$ cat config.mk
export PLATFORM = sky130hd
export DESIGN_NAME = alu_cmd_parser
export DESIGN_NICKNAME = d
export VERILOG_FILES = /design/src/rtl/alu_cmd_parser.sv
export SDC_FILE = /design/constraint.sdc
export NUM_CORES = 1
export LEC_CHECK = 0
export BUFFER_PORTS_ARGS = -buffer_cell sky130_fd_sc_hd__clkbuf_2
export CORE_AREA = 5 5 91 93
export DETAILED_ROUTE_END_ITERATION = 6
export DIE_AREA = 0 0 96 98
export GPL_ROUTABILITY_DRIVEN = 0
export PLACE_DENSITY = 0.76
export SLEW_MARGIN = 20
export SYNTH_ARGS = -nofsm -noshare
export SYNTH_HDL_FRONTEND = slang
export SYNTH_SLANG_ARGS = --single-unit
$ cat constraint.sdc
create_clock -name clk -period 2.1 [get_ports clk]
set_input_delay 0.21 -clock clk [delete_from_list [all_inputs] [get_ports clk]]
set_output_delay 0.21 -clock clk [all_outputs]
set_load 0.05 [all_outputs]
$ cat src/rtl/alu_cmd_parser.sv
// alu_cmd_parser
// Packet-framing stage in front of the UART ALU. Parses a byte stream of
// [opcode][reserved][len lo][len hi][32-bit LE operand]... and emits one
// handshaked command beat per operand, tagged with first/last markers.
//
// Ports:
//   clk, rst          clock, asynchronous active-high reset
//   byte_i/_valid_i   incoming UART byte, qualified by valid
//   byte_ready_o      parser accepts a byte this cycle (low only in EMIT)
//   cmd_valid_o       command beat valid; held until cmd_ready_i
//   cmd_ready_i       ALU accepts the beat
//   opcode_o          opcode of the current packet
//   operand_o         received 32-bit word, zero-extended to OPND_W
//   first_o, last_o   first / last operand of the packet
//   err_o             one-cycle pulse when a packet is rejected
//
// Build option: ALU_CMD_PARSER_OPCODE_FILTER_EN restricts accepted opcodes
// to 0xEC, 0xAD, 0xAC and 0xD1; other opcodes are rejected and their payload
// dropped. Without it every opcode is forwarded.
//
// state | meaning
// ------+-------------------------------------------------------------
// OPC   | waiting for opcode byte
// RSVD  | discarding reserved byte
// LENL  | capturing length low byte
// LENH  | capturing length high byte, validating length/opcode
// DATA  | shifting operand bytes in, LSB first
// EMIT  | presenting command beat, byte input stalled
// DROP  | discarding payload of a rejected packet

module alu_cmd_parser #(
  parameter int LEN_W  = 16,
  parameter int OPND_W = 33
) (
  input  logic              clk,
  input  logic              rst,
  input  logic [7:0]        byte_i,
  input  logic              byte_valid_i,
  output logic              byte_ready_o,
  output logic              cmd_valid_o,
  input  logic              cmd_ready_i,
  output logic [7:0]        opcode_o,
  output logic [OPND_W-1:0] operand_o,
  output logic              first_o,
  output logic              last_o,
  output logic              err_o
);

  typedef enum logic [2:0] {
    S_OPC, S_RSVD, S_LENL, S_LENH, S_DATA, S_EMIT, S_DROP
  } state_e;

  state_e           state_q, state_d;
  logic [7:0]       opcode_q, opcode_d;
  logic [7:0]       len_lo_q, len_lo_d;
  logic [LEN_W-1:0] rem_q, rem_d;
  logic [31:0]      word_q, word_d;
  logic [1:0]       cnt_q, cnt_d;
  logic             first_q, first_d;
  logic             last_q, last_d;
  logic             err_q, err_d;

  logic             byte_fire;
  logic             beat_fire;
  logic [LEN_W-1:0] len_full;
  logic             len_ok;
  logic             opcode_ok;

  assign byte_ready_o = (state_q != S_EMIT);
  assign cmd_valid_o  = (state_q == S_EMIT);
  assign opcode_o     = opcode_q;
  assign operand_o    = OPND_W'(word_q);
  assign first_o      = first_q;
  assign last_o       = last_q;
  assign err_o        = err_q;

  assign byte_fire = byte_valid_i && byte_ready_o;
  assign beat_fire = cmd_valid_o && cmd_ready_i;

  // Length as seen while the high byte is on the input.
  assign len_full = LEN_W'({byte_i, len_lo_q});
  assign len_ok   = (len_full >= LEN_W'(8)) && (len_full[1:0] == 2'b00);

`ifdef ALU_CMD_PARSER_OPCODE_FILTER_EN
  assign opcode_ok = (opcode_q == 8'hEC) || (opcode_q == 8'hAD) ||
                     (opcode_q == 8'hAC) || (opcode_q == 8'hD1);
`else
  assign opcode_ok = 1'b1;
`endif

  always_comb begin
    state_d  = state_q;
    opcode_d = opcode_q;
    len_lo_d = len_lo_q;
    rem_d    = rem_q;
    word_d   = word_q;
    cnt_d    = cnt_q;
    first_d  = first_q;
    last_d   = last_q;
    err_d    = 1'b0;

    case (state_q)
      S_OPC: begin
        if (byte_fire) begin
          opcode_d = byte_i;
          state_d  = S_RSVD;
        end
      end
      S_RSVD: begin
        if (byte_fire) state_d = S_LENL;
      end
      S_LENL: begin
        if (byte_fire) begin
          len_lo_d = byte_i;
          state_d  = S_LENH;
        end
      end
      S_LENH: begin
        if (byte_fire) begin
          if (len_ok && opcode_ok) begin
            rem_d   = len_full - LEN_W'(4);
            cnt_d   = 2'd0;
            first_d = 1'b1;
            state_d = S_DATA;
          end else begin
            err_d = 1'b1;
            if (len_full <= LEN_W'(4)) begin
              rem_d   = '0;
              state_d = S_OPC;
            end else begin
              rem_d   = len_full - LEN_W'(4);
              state_d = S_DROP;
            end
          end
        end
      end
      S_DATA: begin
        if (byte_fire) begin
          word_d = {byte_i, word_q[31:8]};
          rem_d  = rem_q - LEN_W'(1);
          cnt_d  = cnt_q + 2'd1;
          if (cnt_q == 2'd3) begin
            last_d  = (rem_q == LEN_W'(1));
            state_d = S_EMIT;
          end
        end
      end
      S_EMIT: begin
        if (beat_fire) begin
          first_d = 1'b0;
          state_d = (rem_q == '0) ? S_OPC : S_DATA;
        end
      end
      S_DROP: begin
        if (byte_fire) begin
          rem_d = rem_q - LEN_W'(1);
          if (rem_q == LEN_W'(1)) state_d = S_OPC;
        end
      end
      default: state_d = S_OPC;
    endcase
  end

  always_ff @(posedge clk or posedge rst) begin
    if (rst) begin
      state_q  <= S_OPC;
      opcode_q <= '0;
      len_lo_q <= '0;
      rem_q    <= '0;
      word_q   <= '0;
      cnt_q    <= '0;
      first_q  <= 1'b0;
      last_q   <= 1'b0;
      err_q    <= 1'b0;
    end else begin
      state_q  <= state_d;
      opcode_q <= opcode_d;
      len_lo_q <= len_lo_d;
      rem_q    <= rem_d;
      word_q   <= word_d;
      cnt_q    <= cnt_d;
      first_q  <= first_d;
      last_q   <= last_d;
      err_q    <= err_d;
    end
  end

endmodule

### Yosys cells after proc, flatten, opt, wreduce, memory -nomap -nowiden

Index checks and enable logic that the tools add are counted.

| storage, ports and cells | value |
|---|---|
| bits in registers | 72 |
| input port bits | 12 |
| output and inout bits | 46 |

| cells by class | value |
|---|---|
| add/subtract/negate cells | 3 |
| order comparisons | 2 |
| equality and inequality tests | 20 |
| muxes and demuxes | 29 |
| reductions and logical operators | 18 |

Operator list:

| operator | number |
|---|---|
| two-way mux 16 bit | 4 |
| two-way mux 3 bit | 12 |
| one-hot mux 16 bit (2 select lines) | 1 |
| one-hot mux 3 bit (7 select lines) | 1 |
| != test 2 bit, second input constant | 9 |
| equality test 16 x 1 -> 1 bit, second input constant | 1 |
| greater-or-equal comparator 16 x 4 -> 1 bit, second input constant | 1 |
| less-or-equal comparator 16 x 3 -> 1 bit, second input constant | 1 |
| logical NOT 16 bit | 1 |
| subtractor 16 x 1 -> 16 bit, second input constant | 1 |
| subtractor 16 x 3 -> 16 bit, second input constant | 1 |
| equality test 3 bit, second input constant | 3 |
| AND reduction 9 bit | 1 |
| AND reduction 4 bit | 2 |
| equality test 3 x 2 -> 1 bit, second input constant | 2 |
| two-way mux 1 bit | 6 |
| two-way mux 2 bit | 3 |
| AND reduction 2 bit | 3 |
| AND reduction 3 bit | 2 |
| nonzero test 2 bit | 3 |
| != test 2 x 1 -> 1 bit, second input constant | 2 |
| one-hot mux 2 bit (2 select lines) | 1 |
| equality test 3 x 1 -> 1 bit, second input constant | 1 |
| logical AND 1 bit | 3 |
| 7 further kinds | 7 |

### Depth between registers and ports, before layout

| depth | value |
|---|---|
| depth in word-level cells | 5 |
| depth in mapped cells | 8 |
| depth with buffers taken out | 7 |

### Worst setup path before layout

OpenSTA, ideal clock, no wires.

| timing | value |
|---|---|
| kind | reg-to-reg |
| start point | register rem_q[10] |
| end point | register rem_q[15] |
| data arrival time | 1.709 ns |
| required time | 1.974 ns |
| path slack | 0.265 ns |
| cell stages (with the launch flop) | 5 |
| cells stage by stage | dfrtp_1 > or4_4 > or4_1 > a32oi_1 > o21ai_1 |

| on the way | value |
|---|---|
| word-level cells in the longest chain between the ends | 3 |

Ends and longest elaborated chain:

| element | RTL line | RTL |
|---|---|---|
| start, declared | 56 | `logic [LEN_W-1:0] rem_q, rem_d;` |
| start signal, assigned | 179 | `rem_q <= rem_d;` |
| subtractor 16 x 1 -> 16 bit | 140, 156 |  |
| two-way mux 16 bit | 138, 155 |  |
| one-hot mux 16 bit (2 select lines) | 102 | `case (state_q)` |

No other way between the ends. The select of a mux whose other input is x is not followed.
A chain may end at the register's enable or synchronous reset.

### Worst setup path after layout

| timing | value |
|---|---|
| start point | register len_lo_q[3] |
| end point | register rem_q[12] |

| on the way | value |
|---|---|
| word-level cells in the longest chain between the ends | 5 |

Ends and longest elaborated chain:

| element | RTL line | RTL |
|---|---|---|
| start, declared | 55 | `logic [7:0] len_lo_q, len_lo_d;` |
| start signal, assigned | 178 | `len_lo_q <= len_lo_d;` |
| subtractor 16 x 3 -> 16 bit, or another cell as far along | 121, 131 |  |
| two-way mux 16 bit or logical AND 1 bit (tied branches) | 127, 82 |  |
| two-way mux 16 bit (*) | 120 | `if (len_ok && opcode_ok) begin` |
| two-way mux 16 bit (*) | 119 | `if (byte_fire) begin` |
| one-hot mux 16 bit (2 select lines) (*) | 102 |  |

Every way passes the cells marked *; elsewhere a longest branch is shown, timed or not. The select of a mux whose other input is x is not followed.

==> metrics.md <==
| Metric | Value |
|---|---|
| Pwr dens | `1610 mW/mm^2` |
| Post-route cell area | `0.00442 mm^2` |
| Die Wd | `about 96 um` |
| CORE AREA | `0.00745 mm^2` |
| RSZ-0062 raised after global routing | `false` |
| Pin count of the biggest net entering global routing | `38` |
| Min-Delay Path Depth | `2` |
| R2R Path End | `rem_q[12]$_DFFE_PP0P_` |
| Clock share of power | `19.0%` |
| R2R Path Start | `len_lo_q[3]$_DFFE_PP0P_` |
| Total detailed-routing wirelength | `~8300 um` |
| Setup TNS Final | `0 ps` |
| Commonest cells in the netlist | `dfrtp_1 (72), mux2_2 (47), nand2_1 (20)` |
| Most common cell in the netlist | `dfrtp_1` |
| R2R Setup Slk | `160 ps` |
| Top-area cell type share of the netlist area | `about 50%` |
| Placed inst area | `0.00415 mm^2` |
| Critical Path AT | `2170 ps` |
| Crit-path leading delay family | `flip-flops` |
| Outcome | `finished, final reports clean` |
| Critical Path Sink Type | `register` |
| Share of cells above drive strength 1 | `between 30% and 40%` |
| Crit path largest cell delay | `440 ps` |
| Yosys cell types | `49` |
| Pins over their slew limit | `0` |
| R2r worst-path depth | `8` |
| Main flop type after synthesis | `dfrtp_1` |
| GRT Residual Overflow | `0` |
| WL/cell | `~16 um` |
| Post-synthesis sequential area ratio | `49.8%` |
| Critical Path RT | `2330 ps` |
| Post-CTS sizing | `0` |
| Total CTS buffers | `9` |
| Post-DP HPWL | `slightly above 6000 um` |
| Min Tclk post-route | `1940 ps` |
| Power Internal | `around 4 mW` |
| Hold Path Sink | `first_o$_DFFE_PP0P_` |
| Clock sinks | `72` |
| Fmax | `0.516 GHz` |
| TritonCTS clock tree | `yes` |
| # port buffers | `56` |
| Post-synth EDFFs | `0` |
| First-pass GRT wire length | `roughly 14,000 um` |
| Layout Nets | `420` |
| Max-cap viol count | `0` |
| Initial antenna violation count | `0` |
| Asr flop ratio synth | `100%` |
| Min-delay src | `cmd_ready_i` |
| Fill cells | `624` |
| CTS root buffer | `clkbuf_8` |
| Combinational Power Share | `a little under half` |
| Critical path class | `register to register` |
| Max clock buf depth | `2` |
| Mapped Cells | `322` |
| Antenna cells | `0` |
| Fin. Hold Viols | `0` |
| Seq cells post-synth | `72` |
| Skew final | `~8.3 ps` |
| Initial core utilization | `roughly half` |
| Drt initial violations | `112` |
| IR drop worst, VDD | `1.07 mV` |
| ANT nets after route | `0` |
| Drt pass-1 iters | `4` |
| Vias in the first global route | `around 2,800` |
| Skew-Pair Late Insertion Delay | `between 300 and 400 ps` |
| H-tree depth | `3` |
| Vias per cell | `5.42` |
| Leak | `2.04 nW` |
| Vias | `2,751` |
| Syn Area/Cell | `11.2 um^2` |
| Final setup vio count | `0` |
| Finished Core Util | `59.4%` |
| Mapped cell area | `between 0.003 and 0.004 mm^2` |
| CP Max Fanout | `6` |
| Register clock-pin slew on the reported worst setup and hold paths | `80 ps` |
| Synth warn | `0` |
| Final Cycle Share | `92.2%` |
| Hold Path Class | `input port to register` |
| Syn nets | `341` |
| DR DRC count | `0` |
| Area growth from synthesis to layout | `22.4%` |
| Startpoint types | `register` |
| GR Util All Layers | `roughly a fifth` |
| Area leader, netlist | `dfrtp_1` |
| Flop pwr share | `35.6%` |
| Top post-synthesis cells by area | `dfrtp_1 (50%), mux2_2 (15%), nor4_4 (2.9%), o21ai_0 (2.6%), ha_1 (2.4%)` |
| Row cnt | `32` |
| Sw frac | `45.2%` |
| Die ar. | `0.00941 mm^2` |
| Net Sw Power | `3.21 mW` |
| Slowest CP cell | `dfrtp_1` |
| Cells along the critical path | `inv_1 > ha_1 > nor3b_1 > buf_4 > nand4b_1 > xor2_1 > o22ai_1 > a31o_2` |
| Worst path bufs/invs | `2` |
| I/O pin count | `58` |
| Die Ht | `98 um` |
| Power Total | `7.12 mW` |
## per-stage QoR
stage / instances / worst slack (ps) / hold WS (ps)
finish: 508 / 163 / 50.3
global route: 508 / 24.7 / 50.0
CTS: 507 / 141 / 45.5
detailed placement: 490 / 182 / 184
global placement: 490 / 209 / 179
floorplan: 322 / 65.1 / 295
## cell type report
class	count	area [um^2]	share of cell area, %
clock buffer	10	138	3.11
tap	102	128	2.88
clock inverter	6	116	2.63
multi-input combinational	225	1710	38.6
timing repair buffer	82	490	11.1
sequential	72	1800	40.7
inverter	11	41.3	0.933
## how the worst max path moves through the flow
stage,start,to,slack [ps],cells after the start
global placement,rem_q[10]$_DFFE_PP0P_,rem_q[15]$_DFFE_PP0P_,210,4
finish,len_lo_q[3]$_DFFE_PP0P_,rem_q[12]$_DFFE_PP0P_,160,8
detailed placement,len_lo_q[3]$_DFFE_PP0P_,rem_q[5]$_DFFE_PP0P_,180,8
global route,len_lo_q[3]$_DFFE_PP0P_,rem_q[12]$_DFFE_PP0P_,20,8
floorplan,rst,cnt_q[0]$_DFFE_PP0P_,70,1
CTS,len_lo_q[3]$_DFFE_PP0P_,rem_q[5]$_DFFE_PP0P_,140,8
## cells by family after synthesis
| logic type | Yosys count | synth area share (%) |
|---|---|---|
| simple gates | 99 | 16.6 |
| flops | 72 | 49.8 |
| compound gates | 59 | 10.5 |
| mux | 47 | 14.6 |
| buf+inv | 25 | 3.04 |
| xor+xnor | 11 | 2.66 |
| fa+ha+maj | 8 | 2.70 |
| other cells | 1 | 0.104 |
## worst register-to-register path: cells and delay by family, from the launching register on
kind,cells,cell delay [ps]
AO/OA/AOI/OAI,2,340
adder cells (fa/ha/maj),1,220
buffers and inverters,2,280
XOR/XNOR,1,240
AND/OR/NAND/NOR,2,310
flip-flops,1,440
## state kept, by name, indices dropped and copies added, names as in the netlist
name      flops
state_q       3
cnt_q         2
rem_q        16
word_q       32
opcode_o      8
err_o         1
len_lo_q      8
last_o        1
first_o       1
## layout by cell type (no fill, tap or decap), drive strengths merged, types with 4 or more instances in the layout
cell and n:
nand2b 5, xnor2 6, nor4 6, nand2 20, and3 4, nor3 12
clkbuf 66, buf 25, xor2 5, mux2 47, ha 7, o21ai 21
nand3 13, a21oi 10, nor2 19, dfrtp 72, inv 11, nor3b 4
or4 5
## layer usage
layer	vias up	GRT usage (%)	part of all wire, %
met3	19	4.93	6.4
li1	1324	-	-
met4	0	7.22	2.5
met5	-	0	0
met1	1331	25.1	43
met2	77	29.4	48
## power groups by stage
stage / Sequential [mW] / Combinational, mW / Clock (mW)
floorplan: 3.39 / 1.44 / 0
global placement: 2.51 / 3.14 / 0
detailed placement: 2.54 / 3.19 / 0
CTS: 2.53 / 3.23 / 1.38
global route: 2.61 / 3.46 / 1.44
finish: 2.53 / 3.23 / 1.35
## what timing repair did
item	CTS	global route
hold buffers	1	0
hold endpoints to repair	15	0
setup endpoints to repair	0	1
buffers inserted	0	1
(Power assumes the default switching activity.)
